==> src/rtl/pci_io_regs_if.sv <==
// Pad-side PCI bus bundle: the IOBUF inputs (*_IN) and the registered drives (*_OUT, *_T).
interface pci_io_regs_if #(
    parameter int unsigned AD_WIDTH = 32,
    parameter int unsigned NCTL     = 5
);
    localparam int unsigned NLANE = AD_WIDTH / 32;
    localparam int unsigned CBE_W = AD_WIDTH / 8;

    logic [AD_WIDTH-1:0] AD_IN;
    logic [AD_WIDTH-1:0] AD_OUT;
    logic                AD_T;

    logic [CBE_W-1:0]    CBE_IN;
    logic [CBE_W-1:0]    CBE_OUT;
    logic                CBE_T;

    logic [NLANE-1:0]    PAR_IN;
    logic [NLANE-1:0]    PAR_OUT;
    logic                PAR_T;

    logic [NCTL-1:0]     CTL_IN;
    logic [NCTL-1:0]     CTL_OUT;
    logic [NCTL-1:0]     CTL_T;

    logic                PERR_IN;
    logic                PERR_OUT;
    logic                PERR_T;

    // Register stage side: samples pads, drives outputs and tri-state controls
    modport master (
        input  AD_IN, CBE_IN, PAR_IN, CTL_IN, PERR_IN,
        output AD_OUT, AD_T, CBE_OUT, CBE_T, PAR_OUT, PAR_T,
        output CTL_OUT, CTL_T, PERR_OUT, PERR_T
    );

    // Pad / IOBUF side
    modport slave (
        output AD_IN, CBE_IN, PAR_IN, CTL_IN, PERR_IN,
        input  AD_OUT, AD_T, CBE_OUT, CBE_T, PAR_OUT, PAR_T,
        input  CTL_OUT, CTL_T, PERR_OUT, PERR_T
    );
endinterface

==> src/rtl/pci_io_regs.sv <==
// PCI pad-register stage: registers all pad inputs/outputs, generates PAR one clock
// after AD, parks sustained-tri-state controls for one clock, and checks received parity.
module pci_io_regs #(
    parameter int unsigned AD_WIDTH  = 32,
    parameter int unsigned NCTL      = 5,
    parameter int unsigned CNT_WIDTH = 8
) (
    input  logic                      CLK,
    input  logic                      RST,

    pci_io_regs_if.master             pad,

    output logic [AD_WIDTH-1:0]       AD_I,
    output logic [AD_WIDTH/8-1:0]     CBE_I_N,
    output logic [AD_WIDTH/32-1:0]    PAR_I,
    output logic [NCTL-1:0]           CTL_I_N,
    output logic                      PERR_I_N,

    input  logic [AD_WIDTH-1:0]       AD_O,
    input  logic                      OE_AD_N,
    input  logic [AD_WIDTH/8-1:0]     CBE_O_N,
    input  logic                      OE_CBE_N,
    input  logic [NCTL-1:0]           CTL_O_N,
    input  logic [NCTL-1:0]           OE_CTL_N,

    input  logic                      PAR_CHK_EN,
    input  logic                      PERR_EN,
    input  logic                      PERR_CNT_CLR,
    output logic                      PERR_DET,
    output logic [CNT_WIDTH-1:0]      PERR_CNT
);
    localparam int unsigned NLANE = AD_WIDTH / 32;
    localparam int unsigned CBE_W = AD_WIDTH / 8;
    localparam logic [CNT_WIDTH-1:0] CNT_MAX = '1;

    typedef enum logic [1:0] {
        CTL_FLOAT = 2'd0,
        CTL_DRIVE = 2'd1,
        CTL_PARK  = 2'd2
    } ctl_st_e;

    // Even parity per 32-bit lane over AD and its four byte enables
    function automatic logic [NLANE-1:0] lane_par(input logic [AD_WIDTH-1:0] ad,
                                                  input logic [CBE_W-1:0]    cbe);
        logic [NLANE-1:0] p;
        p = '0;
        for (int k = 0; k < int'(NLANE); k++) begin
            p[k] = ^{ad[32*k +: 32], cbe[4*k +: 4]};
        end
        return p;
    endfunction

    // Input capture registers
    logic [AD_WIDTH-1:0] ad_i_q, ad_i_d;
    logic [CBE_W-1:0]    cbe_i_q, cbe_i_d;
    logic [NLANE-1:0]    par_i_q, par_i_d;
    logic [NCTL-1:0]     ctl_i_q, ctl_i_d;
    logic                perr_i_q, perr_i_d;

    // Output / enable registers and parity generation
    logic [AD_WIDTH-1:0] ad_out_q, ad_out_d;
    logic                ad_t_q, ad_t_d;
    logic [CBE_W-1:0]    cbe_out_q, cbe_out_d;
    logic                cbe_t_q, cbe_t_d;
    logic [NLANE-1:0]    par_out_q, par_out_d;
    logic                par_t_q, par_t_d;

    // Sustained-tri-state control lines
    ctl_st_e             ctl_st_q [NCTL];
    ctl_st_e             ctl_st_d [NCTL];
    logic [NCTL-1:0]     ctl_out_q, ctl_out_d;
    logic [NCTL-1:0]     ctl_t_q, ctl_t_d;

    // Parity check pipeline and PERR# drive
    logic                chk_vld_q, chk_vld_d;
    logic [NLANE-1:0]    chk_par_q, chk_par_d;
    logic                perr_det_q, perr_det_d;
    logic [CNT_WIDTH-1:0] perr_cnt_q, perr_cnt_d;
    logic                perr_out_q, perr_out_d;
    logic                perr_t_q, perr_t_d;
    logic                perr_drv;

    // Datapath next values: pad capture, core output capture, PAR one clock behind AD
    always_comb begin
        ad_i_d    = pad.AD_IN;
        cbe_i_d   = pad.CBE_IN;
        par_i_d   = pad.PAR_IN;
        ctl_i_d   = pad.CTL_IN;
        perr_i_d  = pad.PERR_IN;

        ad_out_d  = AD_O;
        ad_t_d    = OE_AD_N;
        cbe_out_d = CBE_O_N;
        cbe_t_d   = OE_CBE_N;

        par_out_d = lane_par(ad_out_q, cbe_out_q);
        par_t_d   = ad_t_q;
    end

    // Control-line FSM next state; output flops follow the next state so T/OUT are registered
    always_comb begin
        ctl_out_d = '1;
        ctl_t_d   = '1;
        for (int i = 0; i < int'(NCTL); i++) begin
            ctl_st_d[i] = ctl_st_q[i];
            case (ctl_st_q[i])
                CTL_FLOAT: if (!OE_CTL_N[i]) ctl_st_d[i] = CTL_DRIVE;
                CTL_DRIVE: if (OE_CTL_N[i])  ctl_st_d[i] = CTL_PARK;
                CTL_PARK:  ctl_st_d[i] = OE_CTL_N[i] ? CTL_FLOAT : CTL_DRIVE;
                default:   ctl_st_d[i] = CTL_FLOAT;
            endcase
            case (ctl_st_d[i])
                CTL_DRIVE: begin
                    ctl_t_d[i]   = 1'b0;
                    ctl_out_d[i] = CTL_O_N[i];
                end
                CTL_PARK: begin
                    ctl_t_d[i]   = 1'b0;
                    ctl_out_d[i] = 1'b1;
                end
                default: begin
                    ctl_t_d[i]   = 1'b1;
                    ctl_out_d[i] = 1'b1;
                end
            endcase
        end
    end

    // Parity check: latch expected parity with the data phase, compare against PAR one clock later
    always_comb begin
        chk_vld_d  = PAR_CHK_EN;
        chk_par_d  = lane_par(ad_i_q, cbe_i_q);
        perr_det_d = chk_vld_q & (|(chk_par_q ^ par_i_q));

        perr_cnt_d = perr_cnt_q;
        if (PERR_CNT_CLR) begin
            perr_cnt_d = '0;
        end else if (perr_det_d && (perr_cnt_q != CNT_MAX)) begin
            perr_cnt_d = perr_cnt_q + CNT_WIDTH'(1);
        end

        // Low while errors keep coming, one park-high clock after the last one
        perr_drv   = perr_det_d & PERR_EN;
        perr_out_d = ~perr_drv;
        perr_t_d   = ~(perr_drv | ~perr_out_q);
    end

    // Datapath and parity registers with idle-bus reset values
    always_ff @(posedge CLK) begin
        if (RST) begin
            ad_i_q     <= '1;
            cbe_i_q    <= '1;
            par_i_q    <= '1;
            ctl_i_q    <= '1;
            perr_i_q   <= 1'b1;
            ad_out_q   <= '0;
            ad_t_q     <= 1'b1;
            cbe_out_q  <= '1;
            cbe_t_q    <= 1'b1;
            par_out_q  <= '0;
            par_t_q    <= 1'b1;
            chk_vld_q  <= 1'b0;
            chk_par_q  <= '0;
            perr_det_q <= 1'b0;
            perr_cnt_q <= '0;
            perr_out_q <= 1'b1;
            perr_t_q   <= 1'b1;
        end else begin
            ad_i_q     <= ad_i_d;
            cbe_i_q    <= cbe_i_d;
            par_i_q    <= par_i_d;
            ctl_i_q    <= ctl_i_d;
            perr_i_q   <= perr_i_d;
            ad_out_q   <= ad_out_d;
            ad_t_q     <= ad_t_d;
            cbe_out_q  <= cbe_out_d;
            cbe_t_q    <= cbe_t_d;
            par_out_q  <= par_out_d;
            par_t_q    <= par_t_d;
            chk_vld_q  <= chk_vld_d;
            chk_par_q  <= chk_par_d;
            perr_det_q <= perr_det_d;
            perr_cnt_q <= perr_cnt_d;
            perr_out_q <= perr_out_d;
            perr_t_q   <= perr_t_d;
        end
    end

    // Control-line state and output registers; reset floats every line with no park
    always_ff @(posedge CLK) begin
        if (RST) begin
            for (int i = 0; i < int'(NCTL); i++) begin
                ctl_st_q[i] <= CTL_FLOAT;
            end
            ctl_out_q <= '1;
            ctl_t_q   <= '1;
        end else begin
            for (int i = 0; i < int'(NCTL); i++) begin
                ctl_st_q[i] <= ctl_st_d[i];
            end
            ctl_out_q <= ctl_out_d;
            ctl_t_q   <= ctl_t_d;
        end
    end

    assign pad.AD_OUT   = ad_out_q;
    assign pad.AD_T     = ad_t_q;
    assign pad.CBE_OUT  = cbe_out_q;
    assign pad.CBE_T    = cbe_t_q;
    assign pad.PAR_OUT  = par_out_q;
    assign pad.PAR_T    = par_t_q;
    assign pad.CTL_OUT  = ctl_out_q;
    assign pad.CTL_T    = ctl_t_q;
    assign pad.PERR_OUT = perr_out_q;
    assign pad.PERR_T   = perr_t_q;

    assign AD_I     = ad_i_q;
    assign CBE_I_N  = cbe_i_q;
    assign PAR_I    = par_i_q;
    assign CTL_I_N  = ctl_i_q;
    assign PERR_I_N = perr_i_q;
    assign PERR_DET = perr_det_q;
    assign PERR_CNT = perr_cnt_q;

endmodule

==> src/flat_wrapper.sv <==
// flat-port wrapper written by rule: the top's interface ports become plain ports
module pci_io_regs_flat 
#(
    parameter int unsigned AD_WIDTH  = 32,
    parameter int unsigned NCTL      = 5,
    parameter int unsigned CNT_WIDTH = 8
)
  (CLK, RST, AD_I, CBE_I_N, PAR_I, CTL_I_N, PERR_I_N, AD_O, OE_AD_N, CBE_O_N, OE_CBE_N, CTL_O_N, OE_CTL_N, PAR_CHK_EN, PERR_EN, PERR_CNT_CLR, PERR_DET, PERR_CNT, pad_AD_IN, pad_CBE_IN, pad_PAR_IN, pad_CTL_IN, pad_PERR_IN, pad_AD_OUT, pad_AD_T, pad_CBE_OUT, pad_CBE_T, pad_PAR_OUT, pad_PAR_T, pad_CTL_OUT, pad_CTL_T, pad_PERR_OUT, pad_PERR_T);
  pci_io_regs_if #(.AD_WIDTH(AD_WIDTH), .NCTL(NCTL)) pad_i ();
  input  logic CLK;
  input  logic RST;
  output logic [AD_WIDTH-1:0] AD_I;
  output logic [AD_WIDTH/8-1:0] CBE_I_N;
  output logic [AD_WIDTH/32-1:0] PAR_I;
  output logic [NCTL-1:0] CTL_I_N;
  output logic PERR_I_N;
  input  logic [AD_WIDTH-1:0] AD_O;
  input  logic OE_AD_N;
  input  logic [AD_WIDTH/8-1:0] CBE_O_N;
  input  logic OE_CBE_N;
  input  logic [NCTL-1:0] CTL_O_N;
  input  logic [NCTL-1:0] OE_CTL_N;
  input  logic PAR_CHK_EN;
  input  logic PERR_EN;
  input  logic PERR_CNT_CLR;
  output logic PERR_DET;
  output logic [CNT_WIDTH-1:0] PERR_CNT;
  input wire logic [$bits(pad_i.AD_IN)-1:0] pad_AD_IN;
  input wire logic [$bits(pad_i.CBE_IN)-1:0] pad_CBE_IN;
  input wire logic [$bits(pad_i.PAR_IN)-1:0] pad_PAR_IN;
  input wire logic [$bits(pad_i.CTL_IN)-1:0] pad_CTL_IN;
  input wire logic [$bits(pad_i.PERR_IN)-1:0] pad_PERR_IN;
  output wire logic [$bits(pad_i.AD_OUT)-1:0] pad_AD_OUT;
  output wire logic [$bits(pad_i.AD_T)-1:0] pad_AD_T;
  output wire logic [$bits(pad_i.CBE_OUT)-1:0] pad_CBE_OUT;
  output wire logic [$bits(pad_i.CBE_T)-1:0] pad_CBE_T;
  output wire logic [$bits(pad_i.PAR_OUT)-1:0] pad_PAR_OUT;
  output wire logic [$bits(pad_i.PAR_T)-1:0] pad_PAR_T;
  output wire logic [$bits(pad_i.CTL_OUT)-1:0] pad_CTL_OUT;
  output wire logic [$bits(pad_i.CTL_T)-1:0] pad_CTL_T;
  output wire logic [$bits(pad_i.PERR_OUT)-1:0] pad_PERR_OUT;
  output wire logic [$bits(pad_i.PERR_T)-1:0] pad_PERR_T;
  assign pad_i.AD_IN = pad_AD_IN;
  assign pad_i.CBE_IN = pad_CBE_IN;
  assign pad_i.PAR_IN = pad_PAR_IN;
  assign pad_i.CTL_IN = pad_CTL_IN;
  assign pad_i.PERR_IN = pad_PERR_IN;
  assign pad_AD_OUT = pad_i.AD_OUT;
  assign pad_AD_T = pad_i.AD_T;
  assign pad_CBE_OUT = pad_i.CBE_OUT;
  assign pad_CBE_T = pad_i.CBE_T;
  assign pad_PAR_OUT = pad_i.PAR_OUT;
  assign pad_PAR_T = pad_i.PAR_T;
  assign pad_CTL_OUT = pad_i.CTL_OUT;
  assign pad_CTL_T = pad_i.CTL_T;
  assign pad_PERR_OUT = pad_i.PERR_OUT;
  assign pad_PERR_T = pad_i.PERR_T;
  pci_io_regs #(.AD_WIDTH(AD_WIDTH), .NCTL(NCTL), .CNT_WIDTH(CNT_WIDTH)) u_core (.CLK(CLK), .RST(RST), .pad(pad_i), .AD_I(AD_I), .CBE_I_N(CBE_I_N), .PAR_I(PAR_I), .CTL_I_N(CTL_I_N), .PERR_I_N(PERR_I_N), .AD_O(AD_O), .OE_AD_N(OE_AD_N), .CBE_O_N(CBE_O_N), .OE_CBE_N(OE_CBE_N), .CTL_O_N(CTL_O_N), .OE_CTL_N(OE_CTL_N), .PAR_CHK_EN(PAR_CHK_EN), .PERR_EN(PERR_EN), .PERR_CNT_CLR(PERR_CNT_CLR), .PERR_DET(PERR_DET), .PERR_CNT(PERR_CNT));
endmodule
==> config.mk <==
export PLATFORM = sky130hd
export DESIGN_NAME = pci_io_regs_flat
export DESIGN_NICKNAME = d
export VERILOG_FILES = /design/src/rtl/pci_io_regs_if.sv /design/src/rtl/pci_io_regs.sv /design/src/flat_wrapper.sv
export SDC_FILE = /design/constraint.sdc
export NUM_CORES = 1
export LEC_CHECK = 0
export CAP_MARGIN = 30
export CORE_MARGIN = 2
export CORE_UTILIZATION = 43
export DETAILED_ROUTE_END_ITERATION = 12
export GPL_ROUTABILITY_DRIVEN = 1
export HOLD_SLACK_MARGIN = 0.02
export PLACE_DENSITY = 0.85
export SLEW_MARGIN = 15
export SYNTH_ARGS = -nofsm -noshare
export SYNTH_HDL_FRONTEND = slang
export SYNTH_SLANG_ARGS = --single-unit
==> constraint.sdc <==
create_clock -name CLK -period 2.55 [get_ports CLK]
set_input_delay 0.3825 -clock CLK [delete_from_list [all_inputs] [get_ports CLK]]
set_output_delay 0.3825 -clock CLK [all_outputs]
set_load 0.02 [all_outputs]
==> results.sh, run 1 <==
export IMPL_async_reset_ff_share_pct=0
export IMPL_maxSlewHeadroom_pct=71.30
export IMPL_cts_made_buffers=17
export IMPL_cts_tree="yes"
export IMPL_syn_to_final_growth_pct=68.82
export IMPL_p_per_area_nw_per_um2=788.3
export IMPL_syn_num_nets=447
export IMPL_grt_max_degree=63
export IMPL_ctsResizeCount=0
export IMPL_slowest_stage="clkdlybuf4s50_1"
export IMPL_drv_cap=0
export IMPL_slew_violations=0
export IMPL_synth_edf_count=0
export IMPL_grt_antenna_before_repair=0
export IMPL_multi_input_area_sq_um=1567
export IMPL_stdcell_area_sq_um=6679
export IMPL_die_w_microns=99.92
export IMPL_ir_drop_uv=507.8
export IMPL_routed_wl_mm=9.738
export IMPL_hold_viol_final=0
export IMPL_syn_instance_count=350
export IMPL_fillers=647
export IMPL_min_path_type="input pin to flop"
export IMPL_io_pins=200
export IMPL_ant_nets=0
export IMPL_diodes=0
export IMPL_crit_path_end_kind="primary output"
export IMPL_ys_flop_type="dfxtp_1"
export IMPL_cts_setup_buffers=0
export IMPL_synth_seq_cells=116
export IMPL_dieArea_sq_um=9984
export IMPL_initial_utilization_pct=43.64
export IMPL_yosysMostFrequentCell="dfxtp_1"
export IMPL_ctsLongestPathBuffers=2
export IMPL_finalClockSkew_ps=8.522
export IMPL_vias=3064
export IMPL_drt_iter0_drc=38
export IMPL_rsz0062_at_grt="false"
export IMPL_htreeDepth=4
export IMPL_syn_avg_cell_area_sq_um=11.30
export IMPL_period_share_pct=77.26
export IMPL_pwr_share_seq_pct=37.5
export IMPL_max_freq_mhz=507.6
export IMPL_synth_top_area_share_pct=58.70
export IMPL_crit_fanout=6
export IMPL_drcViolationCount=0
export IMPL_max_stage_delay_ps=650
export IMPL_first_pass_iters=4
export IMPL_setup_viol=0
export IMPL_power_switching_mw=1.257
export IMPL_gp_congestion=0.7656
export IMPL_grtUsageTotal_pct=19.68
export IMPL_via_per_inst=4.486
export IMPL_root_buffer="clkbuf_8"
export IMPL_io_buffers=199
export IMPL_synth_commonest_cells="dfxtp_1, xnor2_1, or2_2, nor2b_1, clkbuf_1"
export IMPL_overflow=0
export IMPL_ctsHoldBuffers=0
export IMPL_crit_family="buffers and inverters"
export IMPL_path_buf_inv=1
export IMPL_fin_nets=656
export IMPL_tightest_slew_ps=429.2
export IMPL_fin_setup_tns_ps=0
export IMPL_internal_power_mw=4.008
export IMPL_synth_cell_area_sq_um=3956
export IMPL_outcome="finished clean"
export IMPL_layout_drive_gt1_share_pct=15.56
export IMPL_dieHeight_microns=99.92
export IMPL_place_area_sq_um=6052
export IMPL_core_area_sq_um=9065
export IMPL_yosysWarnings=0
export IMPL_cts_sinks=116
export IMPL_yosys_top_cells_area="dfxtp_1, xnor2_1, or2_2"
export IMPL_worst_ep_required_time_ps=2170
export IMPL_clkLatencyLatePin_ps=500
export IMPL_wire_per_inst_microns=14.26
export IMPL_switching_share_pct=23.87
export IMPL_cp_data_arrival_time_ps=1590
export IMPL_comb_power_share_pct=17.3
export IMPL_grt_pass1_wl_mm=14.99
export IMPL_clock_power_share_pct=45.2
export IMPL_seq_area_frac_synth_pct=58.70
export IMPL_grt_pass1_vias=3126
export IMPL_place_hpwl_mm=7.174
export IMPL_p_leak_nw=2.598
export IMPL_ys_types=25
export IMPL_path_class="flop to primary output"
export IMPL_placementRows=35
export IMPL_min_period_ps=1970
export IMPL_worstPathCellList="clkdlybuf4s50_1"
export IMPL_final_seq_area_sq_um=2322
export IMPL_start_kind="flop"
export IMPL_clk_pin_slew_ps=60
export IMPL_yosys_area_top_type="dfxtp_1"
[metal layers]
layer	wire [microns]	vias to the layer above	global-route usage, %
met5	0	-	0
met2	5183	120	34.56
met1	3627	1409	20.26
met4	140	0	7.903
li1	-	1525	-
met3	787	10	9.262
[sequential cells by signal (all words and copies together), names as in the netlist, 5 cells and up]
name,cells
u_core.pad.CTL_OUT,5
u_core.pad.CTL_T,5
u_core.CTL_I_N,5
u_core.AD_I,32
u_core.PERR_CNT,8
u_core.pad.AD_OUT,32
u_core.ctl_st_q,10
[layout make-up]
cell class | count | share of cell area (%)
inverters | 6 | 0.3372
clock buffers | 19 | 6.463
repair buffers | 202 | 30.27
multi-input cells | 216 | 23.45
clock inverters | 13 | 2.623
flip-flops and latches | 116 | 34.77
well taps | 111 | 2.079
[placed cells by master (no fill, tap or decap)]
master             n
clkdlybuf4s50_1  198
a21oi_1            7
nand2_1            4
nand4_1            1
nor2b_1           35
clkbuf_8           2
nor3_1             3
dfxtp_1          116
inv_6              2
inv_1              6
nand3_1            5
and2_1             5
xor2_1             8
clkinv_4           6
or3_1              2
mux2_4             2
nor4b_1            5
a21o_1             1
bufinv_16          3
nand2b_1           5
clkbuf_1           1
mux2i_1            1
xnor2_1           58
ha_1               1
buf_12             1
clkbuf_16         16
clkinvlp_4         2
xnor3_1            4
buf_2              1
nor2_1            10
o21ai_0            7
or2_2             51
o211ai_2           1
buf_4              2
[worst paths after layout]
path,end,slack [ps],cells after the start,from
setup / recovery,PERR_CNT[2],580,1,u_core.PERR_CNT[2]
hold / removal,u_core.chk_vld_q,310,2,RST
setup reg to reg,u_core.chk_par_q,820,5,u_core.AD_I[28]
hold reg to reg,u_core.ctl_st_q[0][7],420,1,u_core.ctl_st_q[0][7]
[per-stage QoR]
stage | worst slack, ps | cells | hold WS (ps) | utilization (%) | total power [mW]
after floorplan | 827.6 | 350 | 399.6 | - | 2.539
after global placement | 845.3 | 650 | 406.4 | 66.76 | 2.904
after detailed placement | 809.4 | 650 | 411.9 | 66.76 | 2.923
after CTS | 560.6 | 682 | 395.8 | 73.46 | 5.327
after global routing | 508.8 | 683 | 315.6 | 73.68 | 5.479
final | 579.9 | 683 | 305.5 | 73.68 | 5.265
[kinds of logic after synthesis]
kind of cell / count (synthesis) / share of synthesized area (%)
adders and majority gates: 1 / 0.3162
xor gates and xnor gates: 70 / 16.89
buffers and inverters: 18 / 1.708
AOI/OAI and AO/OA: 16 / 2.277
DFF: 116 / 58.70
muxes: 3 / 1.012
and+or+nand+nor: 126 / 19.10
[power by group through the flow]
stage                     combinational (mW)  clock (mW)  sequential [mW]
after global placement                 0.894           0             2.01
after detailed placement               0.909           0             2.01
after CTS                              0.916        2.43             1.98
after global routing                   0.970        2.52             1.99
final                                  0.909        2.38             1.98
after floorplan                        0.420           0             2.12
(Power assumes the default switching activity.)
==> run 2: changes to the inputs <==
--- a/config.mk
+++ b/config.mk
@@ -7,11 +7,11 @@
 export LEC_CHECK = 0
 export CAP_MARGIN = 30
 export CORE_MARGIN = 2
-export CORE_UTILIZATION = 43
+export CORE_UTILIZATION = 36
 export DETAILED_ROUTE_END_ITERATION = 12
 export GPL_ROUTABILITY_DRIVEN = 1
 export HOLD_SLACK_MARGIN = 0.02
-export PLACE_DENSITY = 0.85
+export PLACE_DENSITY = 0.76
 export SLEW_MARGIN = 15
 export SYNTH_ARGS = -nofsm -noshare
 export SYNTH_HDL_FRONTEND = slang
==> constraint.sdc (replaced) <==
create_clock -name CLK -period 1.7 [get_ports CLK]
set_input_delay 0.255 -clock CLK [delete_from_list [all_inputs] [get_ports CLK]]
set_output_delay 0.255 -clock CLK [all_outputs]
set_load 0.02 [all_outputs]
==> run 2 against run 1 <==
Net effect: sequential share of layout area decreased by 0.49 points; wire length barely moved; critical endpoint is now u_core.pad.PAR_OUT; critical path depth rose by 4; combinational power increased by 49%; worst hold slack worse by 57 ps; global-route usage is 2.7 points lower; design area increased by 2.0%; utilization decreased by 11 points; power is 51% higher; clock skew hardly changed.
==> results.sh, run 2 (synthesis gave the netlist of run 1 again) <==
export IMPL_maxSlewHeadroom_pct=63.86
export IMPL_core_area_sq_um=10790
export IMPL_diodes=0
export IMPL_fin_setup_tns_ps=0
export IMPL_drcViolationCount=0
export IMPL_fin_ws_ps=24.09
export IMPL_r2r_cells=5
export IMPL_start_kind="flop"
export IMPL_die_w_microns=108.8
export IMPL_dr_wl_met2_mm=5.136
export IMPL_io_buffers=199
export IMPL_vias=3071
export IMPL_setup_viol=0
export IMPL_grt_pass1_wl_mm=15.06
export IMPL_grt_max_degree=30
export IMPL_place_hpwl_mm=7.389
export IMPL_routed_wl_mm=9.740
export IMPL_place_area_sq_um=6131
export IMPL_top_layer_used="met4"
export IMPL_max_freq_mhz=596.7
export IMPL_stdcell_area_sq_um=6812
export IMPL_cts_tree="yes"
export IMPL_hold_viol_final=0
export IMPL_ctsLongestPathBuffers=2
export IMPL_final_cell_mix="dfxtp_1, clkdlybuf4s50_1, dlygate4sd2_1"
export IMPL_dp_cells=684
export IMPL_root_buffer="clkbuf_8"
export IMPL_cp_data_arrival_time_ps=2060
export IMPL_power_mw=7.951
export IMPL_layout_drive_gt1_share_pct=20.24
export IMPL_cts_sinks=116
export IMPL_period_share_pct=98.58
export IMPL_drt_iter0_drc=100
export IMPL_holdCritStartpoint="RST"
export IMPL_io_pins=200
export IMPL_r2r_start="u_core.pad.AD_OUT[22]"
export IMPL_syn_to_final_growth_pct=72.17
export IMPL_clkLatencyLatePin_ps=490
export IMPL_path_class="flop to flop"
export IMPL_finalClockSkew_ps=8.046
export IMPL_met1Wirelength_mm=3.548
export IMPL_wire_per_inst_microns=13.57
export IMPL_layout_commonest_cell="dfxtp_1"
export IMPL_grt_antenna_before_repair=0
export IMPL_cts_made_buffers=17
export IMPL_rsz0062_at_grt="true"
export IMPL_overflow=0
export IMPL_ir_drop_uv=629.4
export IMPL_min_path_type="input pin to flop"
export IMPL_placementRows=38
export IMPL_fin_nets=663
export IMPL_min_period_ps=1676
export IMPL_met3_length_microns=921
export IMPL_clk_pin_slew_ps=60
export IMPL_initial_utilization_pct=36.66
export IMPL_worst_ep_required_time_ps=2080
export IMPL_gp_congestion=0.7927
export IMPL_first_pass_iters=4
export IMPL_timing_hold_ws_ps=248.9
export IMPL_reg2reg_slack_ps=20
export IMPL_outcome="finished clean"
export IMPL_p_per_area_nw_per_um2=1167
export IMPL_dieArea_sq_um=11840
export IMPL_min_path_cells=2
export IMPL_drv_cap=0
export IMPL_crit_fanout=2
export IMPL_whs_endpoint="u_core.pad.AD_OUT[4]"
export IMPL_slew_violations=0
export IMPL_grtUsageTotal_pct=17.02
export IMPL_grt_pass1_vias=3160
export IMPL_tightest_slew_ps=542.1
export IMPL_post_route_util_pct=63.11
export IMPL_layoutNonFillerInstCount=718
export IMPL_p_leak_nw=2.871
export IMPL_preCtsSetupSlack_ps=-2.343
export IMPL_crit_path_end_kind="flop"
export IMPL_htreeDepth=4
export IMPL_via_per_inst=4.277
export IMPL_reg2reg_to="u_core.pad.PAR_OUT"
export IMPL_dieHeight_microns=108.8
export IMPL_ant_nets=0
-- run 2: cell types whose count changed in the layout (fill, tap and decap cells not counted), sizes merged --
cell | before | now
buf | 4 | 10
bufinv | 3 | 4
clkdlybuf4s50 | 198 | 100
clkinv | 6 | 2
clkinvlp | 2 | 5
dlygate4sd2 | 0 | 82
dlymetal6s2s | 0 | 16
inv | 8 | 7
o211ai | 1 | 2
-- run 2: area by class of cell --
type | count | area, sq um
Tap cell | 140 | 175.2
Sequential cell | 116 | 2335
Timing Repair Buffer | 208 | 1992
Clock buffer | 19 | 431.7
Fill cell | 893 | 3981
Multi-Input combinational cell | 217 | 1675
Inverter | 6 | 22.52
Clock inverter | 12 | 180.2
-- run 2: worst max-delay path, cell delays in order (launching register included) --
cell and delay, ps:
dfxtp_2 320, xor2_1 160, xnor2_1 210, xnor2_1 150, xnor3_1 430, mux2_4 310
-- run 2: worst max-delay path by stage --
stage | start | endpoint | slack (ps) | cells past startpoint
global route | u_core.pad.AD_OUT[5] | u_core.pad.PAR_OUT | -40 | 5
detailed placement | u_core.CBE_I_N[1] | u_core.chk_par_q | -2 | 5
global placement | u_core.CBE_I_N[1] | u_core.chk_par_q | -10 | 5
floorplan | u_core.AD_I[29] | u_core.chk_par_q | 3 | 5
finish | u_core.pad.AD_OUT[22] | u_core.pad.PAR_OUT | 20 | 5
CTS | u_core.pad.AD_OUT[22] | pad_AD_OUT[22] | 1 | 1
-- run 2: power breakdown --
| part | leakage (nW) | switching [mW] | internal, mW | total (mW) |
|---|---|---|---|---|
| clock | 0.283 | 1.22 | 2.41 | 3.63 |
| combinational | 1.63 | 0.543 | 0.803 | 1.35 |
| sequential | 0.963 | 0.0909 | 2.88 | 2.97 |
| total | 2.87 | 1.85 | 6.10 | 7.95 |
-- run 2: timing repair --
action                                  CTS  global route
pin swaps                                 1            11
gates cloned                              0             1
endpoints found under the setup margin   84            23
resized for setup                        83            34
buffers inserted                          0             2
hold buffers                              0             0
-- run 2: per-layer routing --
| layer | vias to the layer above | track usage (%) |
|---|---|---|
| met5 | - | 0 |
| met4 | 0 | 6.685 |
| met2 | 123 | 30.89 |
| li1 | 1539 | - |
| met3 | 9 | 8.010 |
| met1 | 1400 | 16.69 |
==> run 3: changes to the inputs <==
==> constraint.sdc (replaced) <==
create_clock -name CLK -period 1.4 [get_ports CLK]
set_input_delay 0.21 -clock CLK [delete_from_list [all_inputs] [get_ports CLK]]
set_output_delay 0.21 -clock CLK [all_outputs]
set_load 0.02 [all_outputs]
==> run 3 against run 2 <==
Net effect: the run now ends with negative setup slack left; combinational power increased by 28%; wire length increased by 8.8%; design area increased by 1.2%; utilization increased by 0.73 points; sequential share of layout area increased by 0.88 points; power increased by 17%; flip-flop and latch count unchanged; critical path type unchanged.
==> results.sh, run 3 (synthesis gave the netlist of run 1 again) <==
export IMPL_outcome="finished, violations left"
export IMPL_violations="negative setup slack"
export IMPL_io_buffers=199
export IMPL_stdcell_area_sq_um=6890
export IMPL_dieArea_sq_um=11840
export IMPL_whs_endpoint="u_core.pad.PERR_OUT"
export IMPL_setup_viol=2
export IMPL_final_cell_mix="clkdlybuf4s50_1, dfxtp_2, dfxtp_1"
export IMPL_placementRows=38
export IMPL_cp_data_arrival_time_ps=2100
export IMPL_crit_path_end_kind="flop"
export IMPL_initial_utilization_pct=36.66
export IMPL_overflow=0
export IMPL_rsz0062_at_grt="true"
export IMPL_ant_nets=0
export IMPL_r2r_cells=5
export IMPL_grt_pass1_wl_mm=15.95
export IMPL_preCtsSetupSlack_ps=-289.0
export IMPL_crit_fanout=2
export IMPL_dieHeight_microns=108.8
export IMPL_holdCritStartpoint="PERR_EN"
export IMPL_fillers=850
export IMPL_path_class="flop to flop"
export IMPL_first_pass_iters=4
export IMPL_place_area_sq_um=6371
export IMPL_min_path_type="input pin to flop"
export IMPL_io_pins=200
export IMPL_reg2reg_slack_ps=-310
export IMPL_clkLatencyLatePin_ps=520
export IMPL_cts_made_buffers=17
export IMPL_clk_pin_slew_ps=50
export IMPL_timing_hold_ws_ps=209.8
export IMPL_htreeDepth=4
export IMPL_max_freq_mhz=585.4
export IMPL_clock_power_share_pct=42.0
export IMPL_layout_commonest_cell="clkdlybuf4s50_1"
export IMPL_hold_viol_final=0
export IMPL_p_leak_nw=2.796
export IMPL_p_per_area_nw_per_um2=1345
export IMPL_finalClockSkew_ps=17.00
export IMPL_power_switching_mw=2.196
export IMPL_gp_congestion=0.7732
export IMPL_internal_power_mw=7.073
export IMPL_cts_tree="yes"
export IMPL_core_area_sq_um=10790
export IMPL_grt_pass1_vias=3309
export IMPL_tightest_slew_ps=295.1
export IMPL_via_per_inst=4.312
export IMPL_routed_wl_mm=10.59
export IMPL_layout_drive_gt1_share_pct=43.14
export IMPL_wire_per_inst_microns=14.35
export IMPL_drv_cap=0
export IMPL_syn_to_final_growth_pct=74.16
export IMPL_drcViolationCount=0
export IMPL_ctsLongestPathBuffers=2
export IMPL_die_w_microns=108.8
export IMPL_cts_sinks=116
export IMPL_r2r_start="u_core.pad.AD_OUT[29]"
export IMPL_switching_share_pct=23.69
export IMPL_worst_ep_required_time_ps=1800
export IMPL_vias=3182
export IMPL_min_period_ps=1708
export IMPL_maxSlewHeadroom_pct=80.18
export IMPL_diodes=0
export IMPL_reg2reg_to="u_core.pad.PAR_OUT"
export IMPL_start_kind="flop"
export IMPL_comb_power_share_pct=18.7
export IMPL_grtUsageTotal_pct=18.19
export IMPL_drt_iter0_drc=58
export IMPL_fin_ws_ps=-308.3
export IMPL_period_share_pct=122.0
export IMPL_pwr_share_seq_pct=39.3
export IMPL_fin_nets=683
export IMPL_fin_setup_tns_ps=-553.4
export IMPL_root_buffer="clkbuf_8"
export IMPL_place_hpwl_mm=7.838
export IMPL_slew_violations=0
export IMPL_min_path_cells=2
export IMPL_grt_antenna_before_repair=0
export IMPL_post_route_util_pct=63.84
export IMPL_grt_max_degree=61
export IMPL_ir_drop_uv=727.1
[run 3: layout make-up]
| type | instances | area, sq um | share of cell area, % |
|---|---|---|---|
| repair buffers | 228 | 2003 | 29.07 |
| clock inverters | 5 | 50.05 | 0.7263 |
| multi-input cells | 217 | 1729 | 25.10 |
| clock buffers | 26 | 488.0 | 7.082 |
| flip-flops and latches | 116 | 2422 | 35.16 |
| well taps | 140 | 175.2 | 2.542 |
| inverters | 6 | 22.52 | 0.3269 |
[run 3: per-layer routing]
layer,up-vias,GRT usage (%),part of all wire [%]
met1,1476,18.68,38
met4,0,9.524,2.0
met3,16,6.276,7.1
met2,116,32.54,53
met5,-,0,0
li1,1574,-,-
[run 3: stage by stage]
step,power (mW),cells
floorplan,4.650,350
global placement,5.396,702
detailed placement,5.426,702
CTS,9.292,735
global route,9.647,738
finish,9.269,738
[run 3: worst max path at each step]
stage	from	to	cells after the start
floorplan	u_core.AD_I[10]	u_core.chk_par_q	5
global placement	u_core.AD_I[13]	u_core.chk_par_q	5
detailed placement	u_core.AD_I[13]	u_core.chk_par_q	5
CTS	u_core.AD_I[17]	u_core.chk_par_q	5
global route	u_core.pad.AD_OUT[29]	u_core.pad.PAR_OUT	5
finish	u_core.pad.AD_OUT[29]	u_core.pad.PAR_OUT	5
[run 3: what timing repair did]
action                                  in CTS  in global routing
gates resized for setup                    260                 69
endpoints found under the setup margin     112                 56
endpoints found under the hold margin        3                  0
hold buffers                                 1                  0
pin swaps                                   10                 13
setup buffers                                1                  2
gates cloned                                 0                  1
[run 3: critical path, stage by stage, from the launching register on]
cell	delay, ps
dfxtp_2	320
xnor2_1	130
xnor2_1	240
xnor2_1	160
xnor3_1	430
mux2_4	300
[run 3: power groups by stage]
stage | clock [mW] | sequential [mW] | combinational (mW)
floorplan | 0 | 3.87 | 0.776
global placement | 0 | 3.68 | 1.72
detailed placement | 0 | 3.69 | 1.74
CTS | 3.98 | 3.63 | 1.69
global route | 4.13 | 3.67 | 1.85
finish | 3.89 | 3.65 | 1.73
